--- config.mk ---
export PLATFORM = sky130hd
export DESIGN_NAME = button_input_wb
export DESIGN_NICKNAME = d
export VERILOG_FILES = /design/src/rtl/button_input_pkg.sv /design/src/rtl/input_filter.sv /design/src/rtl/button_input_wb.sv
export SDC_FILE = /design/constraint.sdc
export NUM_CORES = 1
export LEC_CHECK = 0
export CAP_MARGIN = 20
export CORE_AREA = 2 2 152 154
export DETAILED_ROUTE_END_ITERATION = 10
export DIE_AREA = 0 0 154 156
export PLACE_DENSITY = 0.59
export SLEW_MARGIN = 0
export SYNTH_ARGS = -nofsm -noshare
export SYNTH_HDL_FRONTEND = slang
export SYNTH_SLANG_ARGS = --single-unit
--- constraint.sdc ---
create_clock -name slow_clk -period 2.75 [get_ports slow_clk]
set_input_delay 0.4125 -clock slow_clk [delete_from_list [all_inputs] [get_ports slow_clk]]
set_output_delay 0.4125 -clock slow_clk [all_outputs]
set_load 0.01 [all_outputs]
--- src/rtl/button_input_pkg.sv ---
// Shared constants for the button/switch input port: register offsets,
// the widest supported input bank and a byte-select expansion helper.
package button_input_pkg;

  localparam logic [1:0] REG_STATE  = 2'd0;
  localparam logic [1:0] REG_RISE   = 2'd1;
  localparam logic [1:0] REG_FALL   = 2'd2;
  localparam logic [1:0] REG_IRQ_EN = 2'd3;

  localparam int MAX_INPUTS = 16;

  // Expand the four Wishbone byte selects into a 32-bit bit mask.
  function automatic logic [31:0] byteMask(input logic [3:0] sel);
    byteMask = {{8{sel[3]}}, {8{sel[2]}}, {8{sel[1]}}, {8{sel[0]}}};
  endfunction

endpackage

--- src/rtl/input_filter.sv ---
// One raw board input: two-flop synchronizer followed by a debounce
// counter. change_o pulses on the cycle whose clock edge updates stable_o,
// so edge flags can be set on exactly that edge.
module input_filter #(
  parameter int DEBOUNCE_CYCLES = 50000
) (
  input  logic slow_clk,
  input  logic reset,
  input  logic raw_i,
  output logic stable_o,
  output logic change_o
);

  localparam int CNT_W = (DEBOUNCE_CYCLES > 1) ? $clog2(DEBOUNCE_CYCLES) : 1;
  localparam logic [CNT_W-1:0] CNT_LAST = CNT_W'(DEBOUNCE_CYCLES - 1);

  logic             sync1_q;
  logic             sync2_q;
  logic             stable_q;
  logic             stable_d;
  logic [CNT_W-1:0] cnt_q;
  logic [CNT_W-1:0] cnt_d;

  // Bring the asynchronous pin into the slow_clk domain.
  always_ff @(posedge slow_clk) begin
    if (!reset) begin
      sync1_q <= 1'b0;
      sync2_q <= 1'b0;
    end else begin
      sync1_q <= raw_i;
      sync2_q <= sync1_q;
    end
  end

  // Accept a new level only after it has differed for a full run of samples.
  always_comb begin
    stable_d = stable_q;
    cnt_d    = cnt_q;
    change_o = 1'b0;
    if (sync2_q == stable_q) begin
      cnt_d = '0;
    end else if (cnt_q == CNT_LAST) begin
      stable_d = sync2_q;
      cnt_d    = '0;
      change_o = 1'b1;
    end else begin
      cnt_d = cnt_q + CNT_W'(1);
    end
  end

  // Debounce state registers.
  always_ff @(posedge slow_clk) begin
    if (!reset) begin
      stable_q <= 1'b0;
      cnt_q    <= '0;
    end else begin
      stable_q <= stable_d;
      cnt_q    <= cnt_d;
    end
  end

  assign stable_o = stable_q;

endmodule

--- src/rtl/button_input_wb.sv ---
// Wishbone classic slave exposing debounced board inputs, sticky
// rise/fall flags (write-one-to-clear) and a registered level interrupt.
module button_input_wb
  import button_input_pkg::*;
#(
  parameter int N_INPUTS        = 8,
  parameter int DEBOUNCE_CYCLES = 50000
) (
  input  logic                slow_clk,
  input  logic                reset,
  input  logic [N_INPUTS-1:0] raw_in,
  input  logic                wb_cyc_in,
  input  logic                wb_stb_in,
  input  logic                wb_we_in,
  input  logic [1:0]          wb_adr_in,
  input  logic [31:0]         wb_dat_in,
  input  logic [3:0]          wb_sel_in,
  output logic [31:0]         wb_dat_out,
  output logic                wb_ack_out,
  output logic                irq_out
);

  localparam logic [0:0] ST_IDLE = 1'b0;
  localparam logic [0:0] ST_ACK  = 1'b1;

  logic [N_INPUTS-1:0] stable;
  logic [N_INPUTS-1:0] change;

  logic [0:0]          state_q;
  logic [0:0]          state_d;
  logic [31:0]         dat_q;
  logic [N_INPUTS-1:0] rise_q;
  logic [N_INPUTS-1:0] rise_d;
  logic [N_INPUTS-1:0] fall_q;
  logic [N_INPUTS-1:0] fall_d;
  logic [N_INPUTS-1:0] enR_q;
  logic [N_INPUTS-1:0] enR_d;
  logic [N_INPUTS-1:0] enF_q;
  logic [N_INPUTS-1:0] enF_d;
  logic                irq_q;
  logic                irq_d;

  logic                req;
  logic                wrReq;
  logic [31:0]         selMask;
  logic [31:0]         clrMask;
  logic [31:0]         readWord;
  logic                unused_ok;

  genvar gi;
  generate
    for (gi = 0; gi < N_INPUTS; gi++) begin : gen_filter
      input_filter #(
        .DEBOUNCE_CYCLES(DEBOUNCE_CYCLES)
      ) u_filter (
        .slow_clk(slow_clk),
        .reset   (reset),
        .raw_i   (raw_in[gi]),
        .stable_o(stable[gi]),
        .change_o(change[gi])
      );
    end
  endgenerate

  // A request is accepted only from IDLE, which forces a gap cycle after each ack.
  assign req     = wb_cyc_in & wb_stb_in & (state_q == ST_IDLE);
  assign wrReq   = req & wb_we_in;
  assign selMask = byteMask(wb_sel_in);
  assign clrMask = wb_dat_in & selMask;

  // Two-state bus handshake: IDLE -> ACK for one cycle -> IDLE.
  always_comb begin
    state_d = ST_IDLE;
    case (state_q)
      ST_IDLE: state_d = (wb_cyc_in & wb_stb_in) ? ST_ACK : ST_IDLE;
      ST_ACK:  state_d = ST_IDLE;
      default: state_d = ST_IDLE;
    endcase
  end

  // Flag and enable next-state: new edges set flags even when software clears them in the same cycle.
  always_comb begin
    rise_d = rise_q & ~((wrReq && wb_adr_in == REG_RISE) ? clrMask[N_INPUTS-1:0] : '0);
    fall_d = fall_q & ~((wrReq && wb_adr_in == REG_FALL) ? clrMask[N_INPUTS-1:0] : '0);
    rise_d = rise_d | (change & ~stable);
    fall_d = fall_d | (change & stable);
    enR_d  = enR_q;
    enF_d  = enF_q;
    if (wrReq && wb_adr_in == REG_IRQ_EN) begin
      enR_d = (enR_q & ~selMask[N_INPUTS-1:0])
            | (wb_dat_in[N_INPUTS-1:0] & selMask[N_INPUTS-1:0]);
      enF_d = (enF_q & ~selMask[MAX_INPUTS +: N_INPUTS])
            | (wb_dat_in[MAX_INPUTS +: N_INPUTS] & selMask[MAX_INPUTS +: N_INPUTS]);
    end
  end

  // Read mux; bits beyond the implemented inputs stay zero.
  always_comb begin
    readWord = '0;
    case (wb_adr_in)
      REG_STATE:  readWord[N_INPUTS-1:0] = stable;
      REG_RISE:   readWord[N_INPUTS-1:0] = rise_q;
      REG_FALL:   readWord[N_INPUTS-1:0] = fall_q;
      REG_IRQ_EN: begin
        readWord[N_INPUTS-1:0]            = enR_q;
        readWord[MAX_INPUTS +: N_INPUTS]  = enF_q;
      end
      default:    readWord = '0;
    endcase
  end

  // Interrupt is any enabled sticky flag, computed from the registered flags.
  always_comb begin
    irq_d = |((rise_q & enR_q) | (fall_q & enF_q));
  end

  // All architectural state; reset wins over any pending bus request.
  always_ff @(posedge slow_clk) begin
    if (!reset) begin
      state_q <= ST_IDLE;
      dat_q   <= '0;
      rise_q  <= '0;
      fall_q  <= '0;
      enR_q   <= '0;
      enF_q   <= '0;
      irq_q   <= 1'b0;
    end else begin
      state_q <= state_d;
      if (req) begin
        dat_q <= readWord;
      end
      rise_q  <= rise_d;
      fall_q  <= fall_d;
      enR_q   <= enR_d;
      enF_q   <= enF_d;
      irq_q   <= irq_d;
    end
  end

  assign wb_ack_out = (state_q == ST_ACK);
  assign wb_dat_out = dat_q;
  assign irq_out    = irq_q;

  assign unused_ok = &{1'b0, wb_dat_in, selMask, clrMask};

endmodule
==> impl_metrics.env, run 1 <==
export IMPL_finalSetupTns_ns=0
export IMPL_switchingPower_uw=1250
export IMPL_worst_hold_path_endpoint="wb_dat_out[2]"
export IMPL_hold_viol=0
export IMPL_synth_edff_count=0
export IMPL_reg2reg_depth=4
export IMPL_swShare=0.206
export IMPL_fp_dieH_um=156
export IMPL_root_buffer="clkbuf_16"
export IMPL_grt_antenna_before_repair=0
export IMPL_finalPower_uw=6090
export IMPL_slew_headroom=0.557
export IMPL_tightest_slew_ns=0.661
export IMPL_start_util=0.393
export IMPL_min_path_cells=3
export IMPL_cts_tree="done"
export IMPL_path_cells="or4b_1, or4_4, o211ai_4, nor2_1"
export IMPL_cp_data_arrival_time_ns=2.51
export IMPL_grt_max_degree=89
export IMPL_route_vias_total=6690
export IMPL_r2r_setup_slack_ns=0.61
export IMPL_cts_made_buffers=23
export IMPL_hpwl_um=12300
export IMPL_avgViaCountPerCell=5.03
export IMPL_required_ns=3.11
export IMPL_end_kind="flop"
export IMPL_die_area_mm2=0.0240
export IMPL_cts_sinks=202
export IMPL_h_tree_depth=1
export IMPL_gp_congestion=0.794
export IMPL_pwr_share_clk=0.487
export IMPL_drive_gt1_frac=0.0699
export IMPL_seq_area_mm2=0.00404
export IMPL_ys_warnings_count=0
export IMPL_hold_class="in -> reg"
export IMPL_fin_crit_ns=2.14
export IMPL_portBuffers=50
export IMPL_clk_latency_ns=0.50
export IMPL_grt_pass1_vias=6153
export IMPL_synth_area_per_cell_um2=8.97
export IMPL_comb_power_share=0.028
export IMPL_crit_buf_inv=0
export IMPL_slew_violations=0
export IMPL_postSynthCellCount=981
export IMPL_multiInputGateArea_mm2=0.00442
export IMPL_ys_flop_type="dfxtp_1"
export IMPL_start_kind="flop"
export IMPL_r2r_start="gen_filter[3].u_filter.cnt_q[7]"
export IMPL_die_x_um=154
export IMPL_p_leak_uw=0.00326
export IMPL_syn2layout_area_growth_pct=16.5
export IMPL_cp_max_fo=16
export IMPL_nFillCells=2160
export IMPL_grt_first_pass_wirelength_um=30400
export IMPL_nets=1089
export IMPL_critPathKind="reg -> reg"
export IMPL_detail_route_first_pass_iterations=4
export IMPL_hp_start="reset"
export IMPL_max_freq_mhz=467
export IMPL_std_cell_rows=55
export IMPL_rsz0062_at_grt="no"
export IMPL_rr_endpoint="gen_filter[3].u_filter.cnt_q[6]"
export IMPL_clk_pin_slew_ns=0.06
export IMPL_p_seq_frac=0.486
export IMPL_yosys_register_bits=202
export IMPL_drtIter0Drc=358
export IMPL_wl_per_cell_um=13.4
export IMPL_p_int_uw=4830
export IMPL_max_cap_violations=0
export IMPL_synth_area_mm2=0.00880
export IMPL_coreArea_mm2=0.0224
export IMPL_clock_tree_buffer_depth=3
export IMPL_n_antenna_cell=0
export IMPL_cts_setup_buffers=0
export IMPL_route_detailed_drc=0
export IMPL_drtAntennaViolNets=0
export IMPL_min_period_over_period=0.779
export IMPL_grt_overflow=0
export IMPL_synth_cell_types=60
export IMPL_ir_drop_v=0.000342
export IMPL_async_flop_share=0
export IMPL_postCtsResizedCells=0
export IMPL_outcome="finished clean"
export IMPL_crit_slowest_cell="or4_4"
export IMPL_seq_area_frac_synth=0.460
export IMPL_io_pins=85
export IMPL_cpPeakStageDelay_ns=0.57
export IMPL_clock_skew_ns=0.00583
export IMPL_grt_usage=0.150
export IMPL_cts_hold_buf=0
export IMPL_power_density_mw_per_mm2=594
export IMPL_routed_wl_um=17800
export IMPL_critPathTopFamily="simple AND/OR/NAND/NOR gates"
export IMPL_setup_viol_count_final=0
==> power groups by stage <==
stage | clock network (uW) | logic, uW | registers [uW]
2_1_floorplan | 0 | 106 | 3020
3_3_place_gp | 0 | 169 | 3020
3_5_place_dp | 0 | 170 | 3020
4_1_cts | 3050 | 170 | 2950
5_1_grt | 3180 | 187 | 2960
6_report | 2960 | 169 | 2950
==> how the worst max path moves through the flow <==
stage,start,to,slack [ns],cells after the start
detailed placement,wb_adr_in[1],flop,0.46,5
floorplan,gen_filter[3].u_filter.cnt_q[7],gen_filter[3].u_filter.cnt_q[10],0.80,5
global placement,wb_adr_in[1],flop,0.51,5
CTS,gen_filter[3].u_filter.cnt_q[0],gen_filter[3].u_filter.cnt_q[6],0.61,5
finish,gen_filter[3].u_filter.cnt_q[7],gen_filter[3].u_filter.cnt_q[6],0.61,4
global route,gen_filter[3].u_filter.cnt_q[0],gen_filter[3].u_filter.cnt_q[2],0.48,5
==> cell families after synthesis <==
| family | after synthesis | share of synthesized area |
|---|---|---|
| muxes | 14 | 0.0273 |
| and+or+nand+nor | 473 | 0.273 |
| buffers and inverters | 80 | 0.0441 |
| xor gates and xnor gates | 111 | 0.111 |
| other | 1 | 0.000426 |
| AOI/OAI and AO/OA | 92 | 0.0741 |
| DFF | 202 | 0.460 |
| adders and majority gates | 8 | 0.0114 |
==> cell usage after synthesis, types with 4 or more instances <==
cell type | count | area (um^2)
dfxtp_1 | 202 | 4040
nor2_1 | 149 | 559
xnor2_1 | 84 | 736
nand2_1 | 76 | 285
nand3_1 | 69 | 345
nand4_1 | 32 | 200
inv_1 | 31 | 116
nor4_1 | 31 | 194
nor3_1 | 28 | 140
xor2_1 | 27 | 236
o21ai_0 | 25 | 125
a21oi_1 | 22 | 110
clkbuf_1 | 20 | 75.1
buf_4 | 18 | 135
and2_1 | 17 | 106
a22o_1 | 11 | 96.3
or3_1 | 9 | 56.3
and3_1 | 8 | 50.1
ha_1 | 8 | 100
mux4_2 | 8 | 180
a31o_2 | 6 | 52.6
mux2i_1 | 6 | 60.1
nand3b_1 | 6 | 45.0
or4_1 | 6 | 45.0
nor3b_1 | 5 | 37.5
a21boi_0 | 4 | 30.0
a21o_1 | 4 | 30.0
buf_1 | 4 | 15.0
buf_2 | 4 | 20.0
nor2b_1 | 4 | 25.0
o21a_1 | 4 | 30.0
or4_4 | 4 | 45.0
==> cells in the final DEF, fill, tap and decap left out, drive strengths merged, types with 9 or more instances in the layout <==
cell	n
clkdlybuf4s50	49
conb	16
xnor2	84
or3	9
nand4	32
nor3	28
inv	31
dfxtp	202
nor2	149
clkbuf	35
o21ai	25
or4	10
nor4	32
a22o	11
nand3	71
a21oi	22
nand2	76
and2	17
xor2	27
==> state kept, by name, summed over array words and instances (netlist names), named ones only <==
name,cells
gen_filter.u_filter.cnt_q,128
irq_out,1
gen_filter.u_filter.stable_o,8
fall_q,8
gen_filter.u_filter.sync1_q,8
wb_ack_out,1
gen_filter.u_filter.sync2_q,8
wb_dat_out,16
rise_q,8
==> metrics by stage <==
| step | instances | cell area, um^2 | hold WS [ns] | utilization | setup slack, ns |
|---|---|---|---|---|---|
| global route | 1330 | 10200 | 0.361 | 0.458 | 0.475 |
| finish | 1330 | 10200 | 0.333 | 0.458 | 0.608 |
| global placement | 1290 | 9510 | 0.415 | 0.425 | 0.515 |
| CTS | 1330 | 10200 | 0.314 | 0.458 | 0.607 |
| floorplan | 996 | 8850 | 0.412 | - | 0.796 |
| detailed placement | 1290 | 9510 | 0.419 | 0.425 | 0.457 |
==> final cells by class <==
cell class / count / share of cell area
Tap cell: 285 / 0.0348
Multi-Input combinational cell: 714 / 0.431
Clock buffer: 35 / 0.0674
Timing Repair Buffer: 57 / 0.0549
Inverter: 32 / 0.0117
Sequential cell: 202 / 0.395
Clock inverter: 5 / 0.00525
==> worst register-to-register path: stages (launching register included) <==
cell,delay (ns)
dfxtp_1,0.36
or4b_1,0.51
or4_4,0.57
o211ai_4,0.47
nor2_1,0.10
==> routing by layer <==
metal | vias up | wire length, um | global-route usage
li1 | 3472 | - | -
met1 | 3081 | 8960 | 0.213
met2 | 101 | 7680 | 0.231
met3 | 36 | 723 | 0.0253
met4 | 0 | 465 | 0.0485
met5 | - | 0 | 0
Power figures use the tool's default switching activity.
==> inputs of run 2 (changes only) <==
==> constraint.sdc (replaced) <==
create_clock -name slow_clk -period 2 [get_ports slow_clk]
set_input_delay 0.3 -clock slow_clk [delete_from_list [all_inputs] [get_ports slow_clk]]
set_output_delay 0.3 -clock slow_clk [all_outputs]
set_load 0.01 [all_outputs]
==> run 2 against run 1 <==
  * The run now ends with negative setup slack left
  * Die area unchanged
  * Setup slack worse by 0.62 ns
  * Cell count up 3.8%
  * Critical path depth up 1
  * Non-clock buffer count up 49
  * First-iteration DRC count down 21%
  * Sequential share of layout area down 1.9 points
  * Via count up 3.0%
  * Critical path type unchanged
  * Largest cell class unchanged
  * Largest power group unchanged
==> impl_metrics.env, run 2 (synthesis gave the netlist of run 1 again) <==
export IMPL_end_kind="flop"
export IMPL_start_util=0.393
export IMPL_root_buffer="clkbuf_16"
export IMPL_routed_wl_um=18400
export IMPL_clk_pin_slew_ns=0.06
export IMPL_cts_sinks=202
export IMPL_drtAntennaViolNets=0
export IMPL_max_cap_violations=0
export IMPL_wl_per_cell_um=13.3
export IMPL_tightest_slew_ns=0.677
export IMPL_grt_antenna_before_repair=0
export IMPL_min_period_over_period=1.00
export IMPL_worst_slack_ns=-0.00938
export IMPL_path_cells="or4b_1, or4_4, o211ai_4, clkbuf_16, a21oi_2"
export IMPL_nets=1138
export IMPL_crit_slowest_cell="or4_4"
export IMPL_critPathKind="reg -> reg"
export IMPL_grt_overflow=0
export IMPL_largest_register="gen_filter.u_filter.cnt_q"
export IMPL_final_common_cell="dfxtp_1"
export IMPL_ir_drop_v=0.000724
export IMPL_cts_made_buffers=23
export IMPL_final_cell_mix="dfxtp_1, nor2_1, xnor2_1, nand2_1, nand3_1"
export IMPL_dp_cells=1336
export IMPL_clk_latency_ns=0.51
export IMPL_violations="negative setup slack"
export IMPL_power_density_mw_per_mm2=809
export IMPL_max_freq_mhz=498
export IMPL_nFillCells=2131
export IMPL_clock_skew_ns=0.0116
export IMPL_clock_tree_buffer_depth=3
export IMPL_p_leak_uw=0.00355
export IMPL_route_detailed_drc=0
export IMPL_cp_max_fo=8
export IMPL_largest_reg_flops=128
export IMPL_hold_class="in -> reg"
export IMPL_hpwl_um=12800
export IMPL_detail_route_first_pass_iterations=4
export IMPL_std_cell_rows=55
export IMPL_final_cells=1381
export IMPL_n_antenna_cell=0
export IMPL_drtIter0Drc=284
export IMPL_cts_tree="done"
export IMPL_rsz0062_at_grt="yes"
export IMPL_cpPeakStageDelay_ns=0.57
export IMPL_gp_congestion=0.802
export IMPL_grt_pass1_vias=6388
export IMPL_hold_viol=0
export IMPL_cp_data_arrival_time_ns=2.40
export IMPL_die_area_mm2=0.0240
export IMPL_grt_first_pass_wirelength_um=30900
export IMPL_outcome="complete, but fails checks"
export IMPL_drive_gt1_frac=0.128
export IMPL_fin_crit_ns=2.01
export IMPL_syn2layout_area_growth_pct=22.5
export IMPL_avgViaCountPerCell=4.99
export IMPL_h_tree_depth=1
export IMPL_cts_hold_buf=0
export IMPL_coreArea_mm2=0.0224
export IMPL_grt_usage=0.153
export IMPL_route_vias_total=6889
export IMPL_slew_headroom=0.547
export IMPL_placed_area_mm2=0.00986
export IMPL_slew_violations=0
export IMPL_finalSetupTns_ns=-0.0315
export IMPL_fin_area_mm2=0.0108
export IMPL_required_ns=2.39
export IMPL_setup_viol_count_final=5
export IMPL_grt_max_degree=30
export IMPL_portBuffers=50
export IMPL_fp_dieH_um=156
export IMPL_io_pins=85
export IMPL_die_x_um=154
export IMPL_start_kind="flop"
-- run 2: changes by cell type in the layout (fill, tap and decap cells not counted), moves of 2 or more --
cell	change
a21oi_1	-2
a21oi_2	+2
buf_4	+47
bufinv_16	+2
clkbuf_1	-3
clkinv_2	+3
nand3_2	-2
nand3_4	+2
nor2_1	-10
nor2_2	+5
nor2_4	+5
-- run 2: worst paths after layout --
kind	startpoint	to	slack [ns]	depth (start not counted)
max	gen_filter[3].u_filter.cnt_q[13]	gen_filter[3].u_filter.cnt_q[13]	-0.009	5
min	reset	rise_q[1]	0.15	2
max reg2reg	gen_filter[3].u_filter.cnt_q[13]	gen_filter[3].u_filter.cnt_q[13]	-0.009	5
min reg2reg	gen_filter[3].u_filter.sync1_q	gen_filter[3].u_filter.sync2_q	0.43	1
-- run 2: metal layers --
metal | wire (um) | GRT usage | vias to the layer above
met3 | 787 | 0.0294 | 26
met4 | 291 | 0.0405 | 0
met5 | 0 | 0 | -
met1 | 9280 | 0.214 | 3191
met2 | 8070 | 0.243 | 88
li1 | - | - | 3584
-- run 2: per-stage QoR --
stage               hold WS (ns)   util  power, uW  worst slack (ns)
global placement           0.415  0.441       4400            0.0219
global route               0.141  0.482       9070           -0.0578
CTS                        0.139  0.477       8830           0.00303
detailed placement         0.421  0.441       4400           0.00955
finish                     0.154  0.482       8720          -0.00938
floorplan                  0.412      -       4290            0.0456
-- run 2: final cells by class --
| class | count | area [um^2] | area share |
|---|---|---|---|
| multi-input cells | 714 | 4490 | 0.417 |
| flip-flops and latches | 202 | 4050 | 0.375 |
| repair buffers | 106 | 961 | 0.0891 |
| clock buffers | 31 | 666 | 0.0618 |
| well taps | 285 | 357 | 0.0331 |
| clock inverters | 11 | 136 | 0.0127 |
| inverters | 32 | 120 | 0.0111 |
-- run 2: where the power goes --
part	leakage, uW	total [uW]	switching, uW	internal, uW
Combinational	0.00152	257	139	118
Sequential	0.00163	4060	14.7	4050
Clock	0.000399	4400	1680	2720
Total	0.00355	8720	1840	6880
-- run 2: critical path: cells and delay by family (launching register included) --
kind,cells,cell delay (ns)
compound gates,2,0.28
simple gates,2,1.07
flops,1,0.32
buf+inv,1,0.21
-- run 2: timing repair --
item | CTS | global route
buffers inserted | 0 | 2
gates resized for setup | 0 | 20
endpoints found under the setup margin | 0 | 61
==> inputs of run 3 (changes only) <==
--- a/config.mk
+++ b/config.mk
@@ -10,7 +10,7 @@
 export DETAILED_ROUTE_END_ITERATION = 10
 export DIE_AREA = 0 0 154 156
 export PLACE_DENSITY = 0.59
-export SLEW_MARGIN = 0
+export SLEW_MARGIN = 20
 export SYNTH_ARGS = -nofsm -noshare
 export SYNTH_HDL_FRONTEND = slang
 export SYNTH_SLANG_ARGS = --single-unit
==> results of run 3 <==
Final layout, timing and power as in run 2 (identical DEF).
==> edit, RTL diff (flow settings as in run 3) <==
Register the output `irq_out` once more, cleared by the reset; this adds one clock of latency there. The other outputs are not delayed to match.
--- a/src/rtl/button_input_wb.sv
+++ b/src/rtl/button_input_wb.sv
@@ -140,5 +140,11 @@
   assign wb_ack_out = (state_q == ST_ACK);
   assign wb_dat_out = dat_q;
-  assign irq_out    = irq_q;
+  always_ff @(posedge slow_clk) begin
+    if (!reset) begin
+      irq_out <= '0;
+    end else begin
+      irq_out <= irq_q;
+    end
+  end
 
   assign unused_ok = &{1'b0, wb_dat_in, selMask, clrMask};
Behaviour: same outputs for any inputs over 4 cycles, from zero or initial values and one cycle with reset low; that may be too few to reach the edited logic, so the function may still have changed.
==> edit against run 3 <==
  * Wire length fell by 3.1%
  * Total power fell by 6.4%
  * Clock skew rose by 0.0060 ns
  * Largest cell class unchanged
  * Cell area fell by 1.2%
  * Setup slack improved by 0.057 ns
  * Synthesized area fell by 0.38%
  * Clock power fell by 13%
  * Hold slack got worse by 0.031 ns
  * Synthesized cell count fell by 1.0%
  * Sequential cell count rose by 1
==> edit: results (changes against run 3) <==
metric;value;unit;change
fin_skew;0.0175;ns;+0.00596 ns
r2r_setup_slack;0.05;ns;+0.06 ns
routedWlPerCell;13.0;um;-2.5%
total_leakage_power;3.60;nW;+1.4%
ir_drop;0.374;mV;-48%
fmax;512;MHz;+2.9%
critPathMaxFanout;16;;+8
drive_above_1_share;12.1;%;-0.71 points
placed_cells;1334;;-0.15%
gp_routability_congestion;0.795;;-0.90%
synthTopCellsByArea;dfxtp_1 46%, xnor2_1 8.0%, nor2_1 6.5%, nand3_1 3.7%, nand2_1 3.5%;;
dr.first_iter.drc_count;272;;-4.2%
synth-seq-area-share;46.4;%;+0.41 points
place_hpwl;12700;um;-1.4%
grt_pass1_wl;30200;um;-2.1%
yosysUniqueCellTypes;57;;-5.0%
drt_wl_total;17900;um;-3.1%
antenna_found_initial;2;;+2
synth_common_cells;203 x dfxtp_1, 152 x nor2_1, 82 x nand2_1;;
placed_area;9930;um^2;+0.65%
crit_arrival;2.35;ns;-0.05 ns
syn_area_per_cell;9.03;um^2;+0.64%
status;finished clean;;
vias_per_cell;4.92;;-1.3%
multiInputGateArea;4410;um^2;-1.9%
first_pass_iters;5;;+1
-- edit: cell count changes in the layout (fill, tap and decap cells not counted), sizes merged, moves of 5 or more --
cell and delta:
nand3b -5, o21ai -9, a31o +5, nand2 +6, nand3 -5, and3 +5
xor2 +6
-- edit: cells by family (layout without fill, tap and decap cells) --
kind of cell    count (synthesis)  count (layout)  share of synthesized area (%)
compound gates                 80              80                           6.74
xor+xnor                      113             113                           11.3
fa+ha+maj                       8               8                           1.14
buf+inv                        74             174                           4.15
flops                         203             203                           46.4
mux                            18              18                           3.20
other cells                     1              17                         0.0428
simple gates                  474             474                           27.1
-- edit: repair_timing --
item,4_1_cts,5_1_grt
buffers inserted,0,0
endpoints found under the hold margin,0,0
resized for setup,0,6
setup endpoints to repair,0,49
-- edit: cell type report --
| class | count | share of cell area [%] |
|---|---|---|
| Inverter | 29 | 1.02 |
| Timing Repair Buffer | 109 | 9.68 |
| Clock inverter | 6 | 0.341 |
| Sequential cell | 203 | 38.2 |
| Tap cell | 285 | 3.35 |
| Antenna cell | 1 | 0.0235 |
| Clock buffer | 30 | 6.03 |
| Multi-Input combinational cell | 709 | 41.4 |
-- edit: critical path: stages (launching register included) --
cell	delay [ns]
dfxtp_2	0.33
or4b_1	0.51
or4_4	0.57
o211ai_4	0.22
buf_12	0.17
nor2_1	0.05
-- edit: how the worst max path moves through the flow --
stage / start / endpoint / slack [ns] / cells past startpoint
after detailed placement: wb_stb_in / flip-flop / -0.02 / 5
after global routing: gen_filter[3].u_filter.cnt_q[13]$_SDFF_PP0_ / gen_filter[3].u_filter.cnt_q[8]$_SDFF_PP0_ / -0.02 / 5
after CTS: gen_filter[0].u_filter.cnt_q[7]$_SDFF_PP0_ / gen_filter[0].u_filter.cnt_q[15]$_SDFF_PP0_ / 0.01 / 5
after global placement: wb_stb_in / flip-flop / 0.02 / 5
after floorplan: gen_filter[0].u_filter.cnt_q[7]$_SDFF_PP0_ / gen_filter[0].u_filter.cnt_q[14]$_SDFF_PP0_ / 0.04 / 5
final: gen_filter[3].u_filter.cnt_q[13]$_SDFF_PP0_ / gen_filter[3].u_filter.cnt_q[6]$_SDFF_PP0_ / 0.05 / 5
-- edit: per-layer routing --
metal	GRT usage (%)	share of wire [%]	vias up
met1	20.6	50	3065
met3	2.97	4.6	37
met2	23.9	43	99
met4	4.05	2.4	2
li1	-	-	3551
met5	0	0.039	-
-- edit: power groups by stage --
stage	clock network, mW	registers, mW	logic (mW)
after floorplan	0	4.17	0.146
after global placement	0	4.17	0.256
after detailed placement	0	4.17	0.256
after CTS	3.94	4.08	0.257
after global routing	4.10	4.08	0.281
final	3.82	4.08	0.256
